==> config.mk <==
export PLATFORM = sky130hd
export DESIGN_NAME = core_seq
export DESIGN_NICKNAME = d
export VERILOG_FILES = /design/src/rtl/core_seq.sv
export SDC_FILE = /design/constraint.sdc
export NUM_CORES = 1
export LEC_CHECK = 0
export CORE_MARGIN = 2
export CORE_UTILIZATION = 25
export DETAILED_ROUTE_END_ITERATION = 12
export GPL_TIMING_DRIVEN = 0
export PLACE_DENSITY = 0.6
export SLEW_MARGIN = 20
export SYNTH_ARGS = -nofsm -noshare
export SYNTH_HDL_FRONTEND = slang
export SYNTH_SLANG_ARGS = --single-unit
export TNS_END_PERCENT = 1
==> constraint.sdc <==
create_clock -name clock -period 2.21 [get_ports clock]
set_input_delay 0.442 -clock clock [delete_from_list [all_inputs] [get_ports clock]]
set_output_delay 0.442 -clock clock [all_outputs]
set_load 0.01 [all_outputs]
==> src/rtl/core_seq.sv <==
// rtl/core_seq.sv - multi-cycle fetch/exec/mem/writeback sequencer with retire counter and sticky trap
module core_seq #(
    parameter int              XLEN     = 32,
    parameter logic [XLEN-1:0] RESET_PC = '0,
    parameter int              CNT_W    = 32
) (
    input  logic             clock,
    input  logic             reset_,
    output logic             imem_req,
    output logic [XLEN-1:0]  imem_addr,
    input  logic             imem_ready,
    input  logic [31:0]      imem_rdata,
    output logic             dmem_req,
    output logic             dmem_we,
    output logic [XLEN-1:0]  dmem_addr,
    output logic [XLEN-1:0]  dmem_wdata,
    input  logic             dmem_ready,
    input  logic [XLEN-1:0]  dmem_rdata,
    input  logic             is_load,
    input  logic             is_store,
    input  logic             is_jump,
    input  logic             take_target,
    input  logic             regwrite_req,
    input  logic [XLEN-1:0]  alu_out,
    input  logic [XLEN-1:0]  store_data,
    input  logic [XLEN-1:0]  pc_target,
    output logic [31:0]      instr,
    output logic [XLEN-1:0]  pc,
    output logic             reg_we,
    output logic [XLEN-1:0]  wb_data,
    output logic             retire,
    output logic [CNT_W-1:0] instret,
    output logic             trap,
    output logic [2:0]       state
);

    typedef enum logic [2:0] {
        S_IDLE  = 3'd0,
        S_FETCH = 3'd1,
        S_EXEC  = 3'd2,
        S_MEM   = 3'd3,
        S_WB    = 3'd4,
        S_TRAP  = 3'd5
    } state_e;

    localparam logic [31:0] NOP = 32'h0000_0013;

    state_e            state_q;
    logic [XLEN-1:0]   pc_q;
    logic [31:0]       instr_q;
    logic [CNT_W-1:0]  instret_q;
    logic              trap_q;
    logic              imem_req_q;
    logic              dmem_req_q;
    logic              dmem_we_q;
    logic              reg_we_q;
    logic              retire_q;
    logic [XLEN-1:0]   wb_data_q;

    // Decode/datapath snapshot taken in EXEC; nothing after EXEC looks at the live inputs.
    logic [XLEN-1:0]   alu_q;
    logic [XLEN-1:0]   store_q;
    logic [XLEN-1:0]   target_q;
    logic              take_q;
    logic              jump_q;
    logic              rw_q;
    logic              load_q;

    logic [XLEN-1:0]   pc_plus4;
    assign pc_plus4 = pc_q + XLEN'(4);

    always_ff @(posedge clock) begin
        if (reset_) begin
            state_q    <= S_IDLE;
            pc_q       <= RESET_PC;
            instr_q    <= NOP;
            instret_q  <= '0;
            trap_q     <= 1'b0;
            imem_req_q <= 1'b0;
            dmem_req_q <= 1'b0;
            dmem_we_q  <= 1'b0;
            reg_we_q   <= 1'b0;
            retire_q   <= 1'b0;
            wb_data_q  <= '0;
            alu_q      <= '0;
            store_q    <= '0;
            target_q   <= '0;
            take_q     <= 1'b0;
            jump_q     <= 1'b0;
            rw_q       <= 1'b0;
            load_q     <= 1'b0;
        end else begin
            reg_we_q <= 1'b0;
            retire_q <= 1'b0;
            case (state_q)
                S_IDLE: begin
                    state_q    <= S_FETCH;
                    imem_req_q <= 1'b1;
                end
                S_FETCH: begin
                    if (imem_ready) begin
                        instr_q    <= imem_rdata;
                        imem_req_q <= 1'b0;
                        state_q    <= S_EXEC;
                    end
                end
                S_EXEC: begin
                    alu_q    <= alu_out;
                    store_q  <= store_data;
                    target_q <= pc_target;
                    take_q   <= take_target;
                    jump_q   <= is_jump;
                    rw_q     <= regwrite_req;
                    load_q   <= is_load;
                    if (instr_q[1:0] != 2'b11) begin
                        state_q <= S_TRAP;
                        trap_q  <= 1'b1;
                    end else if (take_target && (pc_target[1:0] != 2'b00)) begin
                        state_q <= S_TRAP;
                        trap_q  <= 1'b1;
                    end else if (is_load || is_store) begin
                        state_q    <= S_MEM;
                        dmem_req_q <= 1'b1;
                        dmem_we_q  <= is_store;
                    end else begin
                        state_q   <= S_WB;
                        reg_we_q  <= regwrite_req;
                        retire_q  <= 1'b1;
                        wb_data_q <= is_jump ? pc_plus4 : alu_out;
                    end
                end
                S_MEM: begin
                    if (dmem_ready) begin
                        dmem_req_q <= 1'b0;
                        dmem_we_q  <= 1'b0;
                        state_q    <= S_WB;
                        reg_we_q   <= rw_q;
                        retire_q   <= 1'b1;
                        wb_data_q  <= jump_q ? pc_plus4 : (load_q ? dmem_rdata : alu_q);
                    end
                end
                S_WB: begin
                    pc_q       <= take_q ? target_q : pc_plus4;
                    instret_q  <= instret_q + CNT_W'(1);
                    state_q    <= S_FETCH;
                    imem_req_q <= 1'b1;
                end
                S_TRAP: begin
                    state_q <= S_TRAP;
                end
                default: begin
                    state_q    <= S_TRAP;
                    trap_q     <= 1'b1;
                    imem_req_q <= 1'b0;
                    dmem_req_q <= 1'b0;
                    dmem_we_q  <= 1'b0;
                end
            endcase
        end
    end

    assign imem_req   = imem_req_q;
    assign imem_addr  = pc_q;
    assign dmem_req   = dmem_req_q;
    assign dmem_we    = dmem_we_q;
    assign dmem_addr  = alu_q;
    assign dmem_wdata = store_q;
    assign instr      = instr_q;
    assign pc         = pc_q;
    assign reg_we     = reg_we_q;
    assign wb_data    = wb_data_q;
    assign retire     = retire_q;
    assign instret    = instret_q;
    assign trap       = trap_q;
    assign state      = state_q;

endmodule
==> flow_metrics.tcl, run 1 <==
set metrics [dict create \
    grt_pass1_vias 11725 \
    clkLatencyLatePin_ns 0.59 \
    post-route-min-period_ns 2.240 \
    dieArea_um2 45890 \
    critPathBufInv 4 \
    finalCritPeriodShare_pct 101.3 \
    wl_met2_mm 23.66 \
    startpoint_type "input pin" \
    cp-end-kind "flip-flop" \
    synth_cells 1409 \
    track_usage_pct 21.41 \
    rows 77 \
    cts_max_level 1 \
    viasPerCell 4.876 \
    crit_top_cell "clkbuf_2" \
    p_leak_nw 5.984 \
    p_total_mw 11.39 \
    cts_buffer_depth 3 \
    place_hpwl_mm 39.64 \
    avgSynthCellArea_um2 7.841 \
    gp_congestion 0.9302 \
    postSynth.asyncResetShare_pct 0 \
    clk_pin_slew_ns 0.06 \
    tightest_slew_ns 0.8622 \
    wl_met1_mm 21.94 \
    cts_sinks 237 \
    ioPinCount 402 \
    drtIter0Drc 830 \
    path_class "input pin to flip-flop" \
    drt_drc_violations_left 0 \
    coreArea_um2 43930 \
    yosysWarnings 0 \
    crit_family "buffers and inverters" \
    gr-total-overflow 0 \
    synth_fp_nets 1580 \
    max_freq_mhz 446.5 \
    setup-violations-final 3 \
    dr_wl_met3_mm 3.961 \
    ant_nets 0 \
    violations "negative setup slack" \
    final_cells 2467 \
    area_growth_pct 55.54 \
    mostFrequentLayoutCells "clkdlybuf4s50_1 (399), nand2_1 (306), dfxtp_1 (208)" \
    synth.distinct_cells 65 \
    die_h_um 214.2 \
    tritoncts "done" \
    hold_viol_final 0 \
    yosysTopAreaCellShare_pct 42.94 \
    synthTopCellsByArea "dfxtp_1 (43%), nand2_1 (10%), a21oi_1 (8.0%), nor2_1 (4.5%), clkbuf_1 (3.0%)" \
    drive_gt1_share_pct 11.90 \
    grt_antenna_before_repair 2 \
    cp.depth 5 \
    nets 2024 \
    critical_path_arrival_ns 2.65 \
    worstRegToRegCells 7 \
    slowest_stage "clkdlybuf4s50_1" \
    synth_top_area_cell "dfxtp_1" \
    worstHoldPathCells 3 \
    grt_start_max_net_pins 16 \
    dr_total_vias 12029 \
    fin_ws_ns -0.02962 \
    status "complete, but fails checks" \
    place_inst 2401 \
    yosysSeqAreaShare_pct 42.94 \
    grt_pass1_wl_mm 75.11 \
    vdd_drop_max_uv 529.2 \
    wl_mm 51.30 \
    cts_buffers 30 \
    crit_required_ns 2.62 \
    synth_area_um2 11050 \
    ys_ff_latch 237 \
    port_buffers 400 \
    first_pass_iters 5 \
    final_common_cell "clkdlybuf4s50_1" \
    wire_per_inst_um 20.79 \
    cp_cell_sequence "clkdlybuf4s50_1, clkbuf_2, clkbuf_2, clkbuf_1, nor2_1" \
    fin_worst_skew_ns 0.03621 \
    synthFlopType "dfxtp_1" \
    clock_tree.root_cell "clkbuf_16" \
    cpPeakStageDelay_ns 0.63 \
    maxSlewViolCount 0 \
    relSlewSlack_pct 42.52 \
    hold_path_class "input pin to flip-flop" \
    die_w_um 214.2 \
    highest_layer "met5" \
    maxCapViolCount 0 \
    powerDensity_nw_per_um2 662.9 \
    start_util_pct 25.15 \
    crit_fanout 10 \
    synth_edf_count 0 \
    rsz0062_at_grt "yes" \
]
## synthesized netlist by cell type (3+ instances only)
library cell  instances
a221oi_1             10
a221o_1               4
and3b_1               3
buf_2                 8
nand2_1             309
a21o_1                4
nand2b_1              5
o211ai_1              7
a211oi_1             32
nor3_1               38
xor2_1               33
and3_1                4
nor4_1                6
or3_1                10
mux2i_1              20
clkbuf_8              4
a311oi_1              5
nand3_1              28
clkbuf_1             89
o21a_1                3
nor2b_1              16
nand3b_1              9
o22ai_1               9
inv_1                10
a22oi_1              14
dfxtp_1             237
buf_4                32
o31ai_1               3
and2_1                3
o21ai_0              33
nand4_1              23
xnor2_1              18
a31oi_1               8
a211o_1               7
a2111oi_0             3
and4_1                6
nor2_1              133
a21oi_1             176
mux2_2               14
## tightest hold or removal path: stages
cell and delay, ns:
clkdlybuf4s50_1 0.40, nand2_1 0.05, a21oi_1 0.05
## sequential cells by signal, indices dropped and copies added, names as in the netlist, 3 cells and up
register and cells:
dmem_addr 32, dmem_wdata 32, imem_addr 32, instr 32, instret 32, target_q 32, wb_data 32, state 3
## per-stage QoR
| step | utilization [%] | area, um^2 | worst slack, ns | hold WS, ns | TNS [ns] |
|---|---|---|---|---|---|
| after floorplan | - | 11050 | 0.1137 | 0.4328 | 0 |
| after global placement | 35.95 | 15790 | -1.046 | 0.4385 | -182.70 |
| after detailed placement | 35.95 | 15800 | -1.113 | 0.4451 | -193.94 |
| after CTS | 38.72 | 17010 | -0.2206 | 0.3701 | -1.411 |
| after global routing | 39.11 | 17180 | -0.1579 | 0.4036 | -1.985 |
| final | 39.11 | 17180 | -0.02962 | 0.3985 | -0.04106 |
## metal layers
| metal | GRT usage, % | up-vias |
|---|---|---|
| met1 | 27.67 | 5686 |
| met3 | 4.652 | 92 |
| li1 | - | 5737 |
| met2 | 35.11 | 512 |
| met4 | 7.708 | 2 |
| met5 | 0 | - |
## cells by family (layout without fill, tap and decap cells)
logic type	Yosys count	count (layout)	synth area share (%)
buffers and inverters	146	611	6.569
multiplexers	34	34	3.239
XOR/XNOR	51	51	4.043
AND/OR/NAND/NOR	610	610	24.94
AO/OA/AOI/OAI	329	329	18.04
adder cells (fa/ha/maj)	2	2	0.2265
other	0	1	0
flip-flops	237	237	42.94
## power by group
part           total (mW)  switching (mW)  internal [mW]
Clock                4.96            1.99           2.97
Combinational        1.80           0.872          0.924
Sequential           4.63           0.192           4.44
Total                11.4            3.06           8.34
## cell type report
cell class                 count  area (um^2)
antenna                        1        2.502
buffer                       134        745.7
clock buffer                  41        832.0
clock inverter                12        155.1
fill                        4533        26750
inverter                      10        37.54
multi-input combinational   1026         5771
sequential                   237         4793
tap                          592        740.7
timing repair buffer         414         4106
## what timing repair did
item / 4_1_cts / 5_1_grt
endpoints found under the setup margin: 245 / 86
buffers inserted: 7 / 7
gates resized for setup: 77 / 51
hold buffers: 0 / 0
pin swaps: 6 / 5
## final timing paths
check / from / endpoint / slack [ns]
worst max-delay path: reset_ / imem_addr[11] / -0.03
worst min register to register: dmem_wdata[20] / dmem_wdata[20] / 0.45
worst min-delay path: imem_rdata[3] / instr[3] / 0.40
worst max register to register: state[1] / wb_data[3] / -0.01
(Power assumes the default switching activity.)
==> run 2: changes to the inputs <==
Settings changed: CTS_BUF_LIST from default to sky130_fd_sc_hd__clkbuf_4, RECOVER_POWER from default to 25.
==> flow_metrics.tcl, run 2 (same netlist as run 1, synthesis figures left out) <==
set metrics [dict create \
    status "complete, but fails checks" \
    violations "negative setup slack" \
    cts_buffer_depth 3 \
    die_w_um 214.2 \
    fin_worst_skew_ns 0.05523 \
    vdd_drop_max_uv 382.3 \
    mostFrequentLayoutCells "clkdlybuf4s50_1 (334), nand2_1 (307), dfxtp_1 (209)" \
    post-route-min-period_ns 2.264 \
    cp_cell_sequence "clkdlybuf4s50_1" \
    max_freq_mhz 441.7 \
    hold_viol_final 0 \
    crit_required_ns 1.77 \
    crit_fanout 9 \
    slowest_stage "clkdlybuf4s50_1" \
    hp-start "store_data[31]" \
    maxCapViolCount 0 \
    cts_max_level 3 \
    startpoint_type "flip-flop" \
    drive_gt1_share_pct 16.14 \
    tritoncts "done" \
    cp-end-kind "output port" \
    tightest_slew_ns 0.8618 \
    setup-violations-final 12 \
    wl_mm 51.76 \
    clkLatencyLatePin_ns 0.76 \
    r2r_start "state[1]" \
    final_util_pct 38.61 \
    grt_pass1_wl_mm 76.18 \
    fin_ws_ns -0.05405 \
    track_usage_pct 21.85 \
    cts_sinks 237 \
    p_leak_nw 6.242 \
    grt_pass1_vias 12181 \
    clock_tree.root_cell "clkbuf_4" \
    hold_path_class "input pin to flip-flop" \
    critical_path_arrival_ns 1.82 \
    area_growth_pct 53.52 \
    ant_nets 0 \
    rows 77 \
    relSlewSlack_pct 42.54 \
    final_common_cell "clkdlybuf4s50_1" \
    multi_input_area_um2 5774 \
    place_hpwl_mm 39.64 \
    drt_drc_violations_left 0 \
    powerDensity_nw_per_um2 627.5 \
    dr_total_vias 12353 \
    start_util_pct 25.15 \
    ctsHoldBuffers 0 \
    path_class "flip-flop to output port" \
    coreArea_um2 43930 \
    viasPerCell 4.863 \
    fill_cells 4607 \
    first_pass_iters 5 \
    p_total_mw 10.64 \
    crit_family "buffers and inverters" \
    grt_start_max_net_pins 12 \
    drtIter0Drc 836 \
    grt_antenna_before_repair 2 \
    cts_buffers 71 \
    ioPinCount 402 \
    regArea_um2 4817 \
    die_h_um 214.2 \
    critPathBufInv 1 \
    cpPeakStageDelay_ns 0.60 \
    dieArea_um2 45890 \
    clk_pin_slew_ns 0.07 \
    maxSlewViolCount 0 \
    crit_path_start "imem_addr[8]" \
    gr-total-overflow 0 \
    rsz0062_at_grt "yes" \
    finalCritPeriodShare_pct 102.4 \
    wire_per_inst_um 20.38 \
    gp_congestion 0.9302 \
    nets 2062 \
    port_buffers 400 \
]
[run 2: final timing paths]
check              endpoint  slack (ns)  depth (start not counted)
max            imem_addr[8]       -0.05                          1
min          dmem_wdata[31]        0.24                          3
min reg2reg  dmem_wdata[19]        0.45                          2
max reg2reg      wb_data[3]       -0.04                          7
[run 2: report_power, final]
part | internal [mW] | switching [mW]
sequential | 4.44 | 0.194
combinational | 0.882 | 0.874
clock | 2.20 | 2.06
total | 7.52 | 3.13
[run 2: timing repair]
action / in CTS / in global routing
cloned: 0 / 0
gates resized for setup: 178 / 37
setup endpoints to repair: 304 / 78
pin swaps: 7 / 5
setup buffers: 10 / 2
[run 2: final cells by class]
| type | count | share of cell area (%) |
|---|---|---|
| clock buffers | 106 | 4.692 |
| diodes | 2 | 0.02951 |
| repair buffers | 412 | 23.45 |
| clock inverters | 22 | 0.5164 |
| multi-input cells | 1026 | 34.04 |
| well taps | 592 | 4.367 |
| inverters | 10 | 0.2213 |
| flip-flops and latches | 237 | 28.40 |
| plain buffers | 133 | 4.279 |
[run 2: worst register-to-register path, delay by kind of cell, from the launching register on]
| kind | cells | cell delay (ns) |
|---|---|---|
| AO/OA/AOI/OAI | 3 | 0.60 |
| buffers and inverters | 1 | 0.23 |
| AND/OR/NAND/NOR | 3 | 0.92 |
| flip-flops | 1 | 0.42 |
[run 2: per-stage QoR]
| stage | instance area (um^2) | TNS (ns) | cells | hold slack, ns | worst slack, ns |
|---|---|---|---|---|---|
| 2_1_floorplan | 11050 | 0 | 1409 | 0.4328 | 0.1137 |
| 3_3_place_gp | 15790 | -182.70 | 2401 | 0.4385 | -1.046 |
| 3_5_place_dp | 15800 | -193.94 | 2401 | 0.4451 | -1.113 |
| 4_1_cts | 16890 | -0.1315 | 2536 | 0.1526 | -0.06244 |
| 5_1_grt | 16960 | -5.044 | 2540 | 0.2206 | -0.1901 |
| 6_report | 16960 | -0.3403 | 2540 | 0.2363 | -0.05405 |
[run 2: routing by layer]
metal	up-vias	global-route usage, %	wire (um)
met4	0	9.213	1940
li1	5877	-	-
met3	111	5.475	3768
met2	523	35.68	23720
met1	5842	27.40	22330
met5	-	0	0
==> run 3: changes to the inputs <==
Settings changed: SETUP_SLACK_MARGIN from default to 0.4.
==> flow_metrics.tcl, run 3 (same netlist as run 1, synthesis figures left out) <==
set metrics [dict create \
    dieArea_um2 45890 \
    dp_slack_ns -1.032 \
    dr_total_vias 12590 \
    rsz0062_at_grt "yes" \
    ff2ff_setup_slack_ns 0.007 \
    crit_path_start "state[0]" \
    setup-violations-final 0 \
    max_freq_mhz 453.9 \
    crit_fanout 5 \
    grt_pass1_wl_mm 75.37 \
    first_pass_iters 5 \
    powerDensity_nw_per_um2 604.0 \
    p_leak_nw 7.322 \
    viasPerCell 4.887 \
    postPlaceCellArea_um2 15820 \
    crit_required_ns 2.84 \
    ioPinCount 402 \
    ant_nets 0 \
    reg2reg_to "instret[17]" \
    start_util_pct 25.15 \
    final_common_cell "nand2_1" \
    gr-total-overflow 0 \
    crit_end "instret[17]" \
    wire_per_inst_um 20.32 \
    cp.depth 8 \
    maxCapViolCount 0 \
    cts_buffers 73 \
    clock_tree.root_cell "clkbuf_4" \
    vdd_drop_max_uv 273.3 \
    cp-end-kind "flip-flop" \
    wl_mm 52.35 \
    drt_drc_violations_left 0 \
    drtIter0Drc 859 \
    hold_viol_final 0 \
    worstHoldPathCells 3 \
    tritoncts "done" \
    area_growth_pct 61.09 \
    worstRegToRegCells 8 \
    path_class "flip-flop to flip-flop" \
    cpPeakStageDelay_ns 0.44 \
    die_h_um 214.2 \
    slowest_stage "or3_4" \
    die_w_um 214.2 \
    grt_pass1_vias 12243 \
    crit_family "simple AND/OR/NAND/NOR gates" \
    finalCritPeriodShare_pct 99.69 \
    drive_gt1_share_pct 32.76 \
    status "finished clean" \
    met1_usage_pct 26.57 \
    place_hpwl_mm 39.17 \
    fin_area_um2 17800 \
    critPathBufInv 2 \
    maxSlewViolCount 0 \
    nets 2105 \
    hold_path_class "input pin to flip-flop" \
    mostFrequentLayoutCells "nand2_1 (305), clkdlybuf4s50_1 (167), a21oi_1 (164)" \
    met3_usage_pct 6.284 \
    critical_path_arrival_ns 2.83 \
    post-route-min-period_ns 2.203 \
    grt_antenna_before_repair 8 \
    fin_setup_tns_ns 0 \
    gp_congestion 0.8836 \
    fin_ws_ns 0.006854 \
    r2r_start "state[0]" \
    clk_pin_slew_ns 0.06 \
    final_cells 2576 \
    track_usage_pct 21.73 \
    coreArea_um2 43930 \
    cts_sinks 237 \
    cts_buffer_depth 3 \
    grt_start_max_net_pins 11 \
    fin_worst_skew_ns 0.07479 \
    port_buffers 400 \
    grtUsageMet2_pct 35.48 \
    place_inst 2401 \
    tightest_slew_ns 0.7884 \
    cp_cell_sequence "buf_6, or3b_1, clkbuf_8, or3_4, nor3_4, and3_1, xnor2_1, nor2_1" \
    clkLatencyLatePin_ns 0.80 \
    relSlewSlack_pct 47.44 \
    startpoint_type "flip-flop" \
    cts_max_level 3 \
    rows 77 \
    busiest_layer "met2" \
]
[run 3: changes by cell type in the layout (fill, tap and decap cells not counted), sizes merged, moves of 4 or more]
cell,previous run,this run
clkdlybuf4s50,334,167
buf,88,187
clkbuf,194,288
dlymetal6s2s,1,32
dlygate4sd2,31,5
diode,2,6
[run 3: layout make-up]
cell class | count | area (um^2)
Antenna cell | 6 | 15.01
Inverter | 10 | 37.54
Multi-Input combinational cell | 1026 | 6302
Tap cell | 592 | 740.7
Clock buffer | 96 | 720.7
Timing Repair Buffer | 450 | 3870
Clock inverter | 23 | 120.1
Sequential cell | 237 | 4964
Fill cell | 4558 | 26140
Buffer | 136 | 1027
[run 3: tightest hold or removal path, delay by kind of cell]
family | cells | cell delay, ns
buffers and inverters | 1 | 0.40
AND/OR/NAND/NOR | 1 | 0.06
AO/OA/AOI/OAI | 1 | 0.05
[run 3: worst min path at each step]
stage                          end            from  slack [ns]
floorplan             target_q[12]    target_q[12]        0.43
global placement              trap            trap        0.44
detailed placement   dmem_wdata[7]   dmem_wdata[7]        0.45
CTS                 dmem_wdata[31]  store_data[31]        0.12
global route         dmem_wdata[4]   store_data[4]        0.16
finish              dmem_wdata[31]  store_data[31]        0.21
[run 3: metal layers]
metal / share of wire, % / wire (um)
met5: 0.080 / 42
met4: 3.6 / 1863
met3: 9.1 / 4764
met2: 47 / 24400
met1: 41 / 21280
[run 3: through the flow]
step                      utilization, %  hold WS, ns  power, mW
after global placement             36.01       0.4406      6.467
after global routing               40.48       0.1578      11.32
after detailed placement           36.02       0.4458      6.479
final                              40.51       0.2083      10.75
after floorplan                        -       0.4328      5.424
after CTS                          39.09       0.1153      10.73
[run 3: where the power goes]
group | internal, mW | total (mW) | switching (mW) | leakage, nW
clock | 2.12 | 4.20 | 2.08 | 0.507
sequential | 4.43 | 4.60 | 0.171 | 1.97
combinational | 0.973 | 1.95 | 0.979 | 4.84
total | 7.52 | 10.7 | 3.23 | 7.32
[run 3: what timing repair did]
action / CTS / global route
cloned: 0 / 0
buffers inserted: 44 / 6
gates resized for setup: 337 / 836
pin swaps: 15 / 82
setup endpoints to repair: 459 / 460
hold buffers: 0 / 0
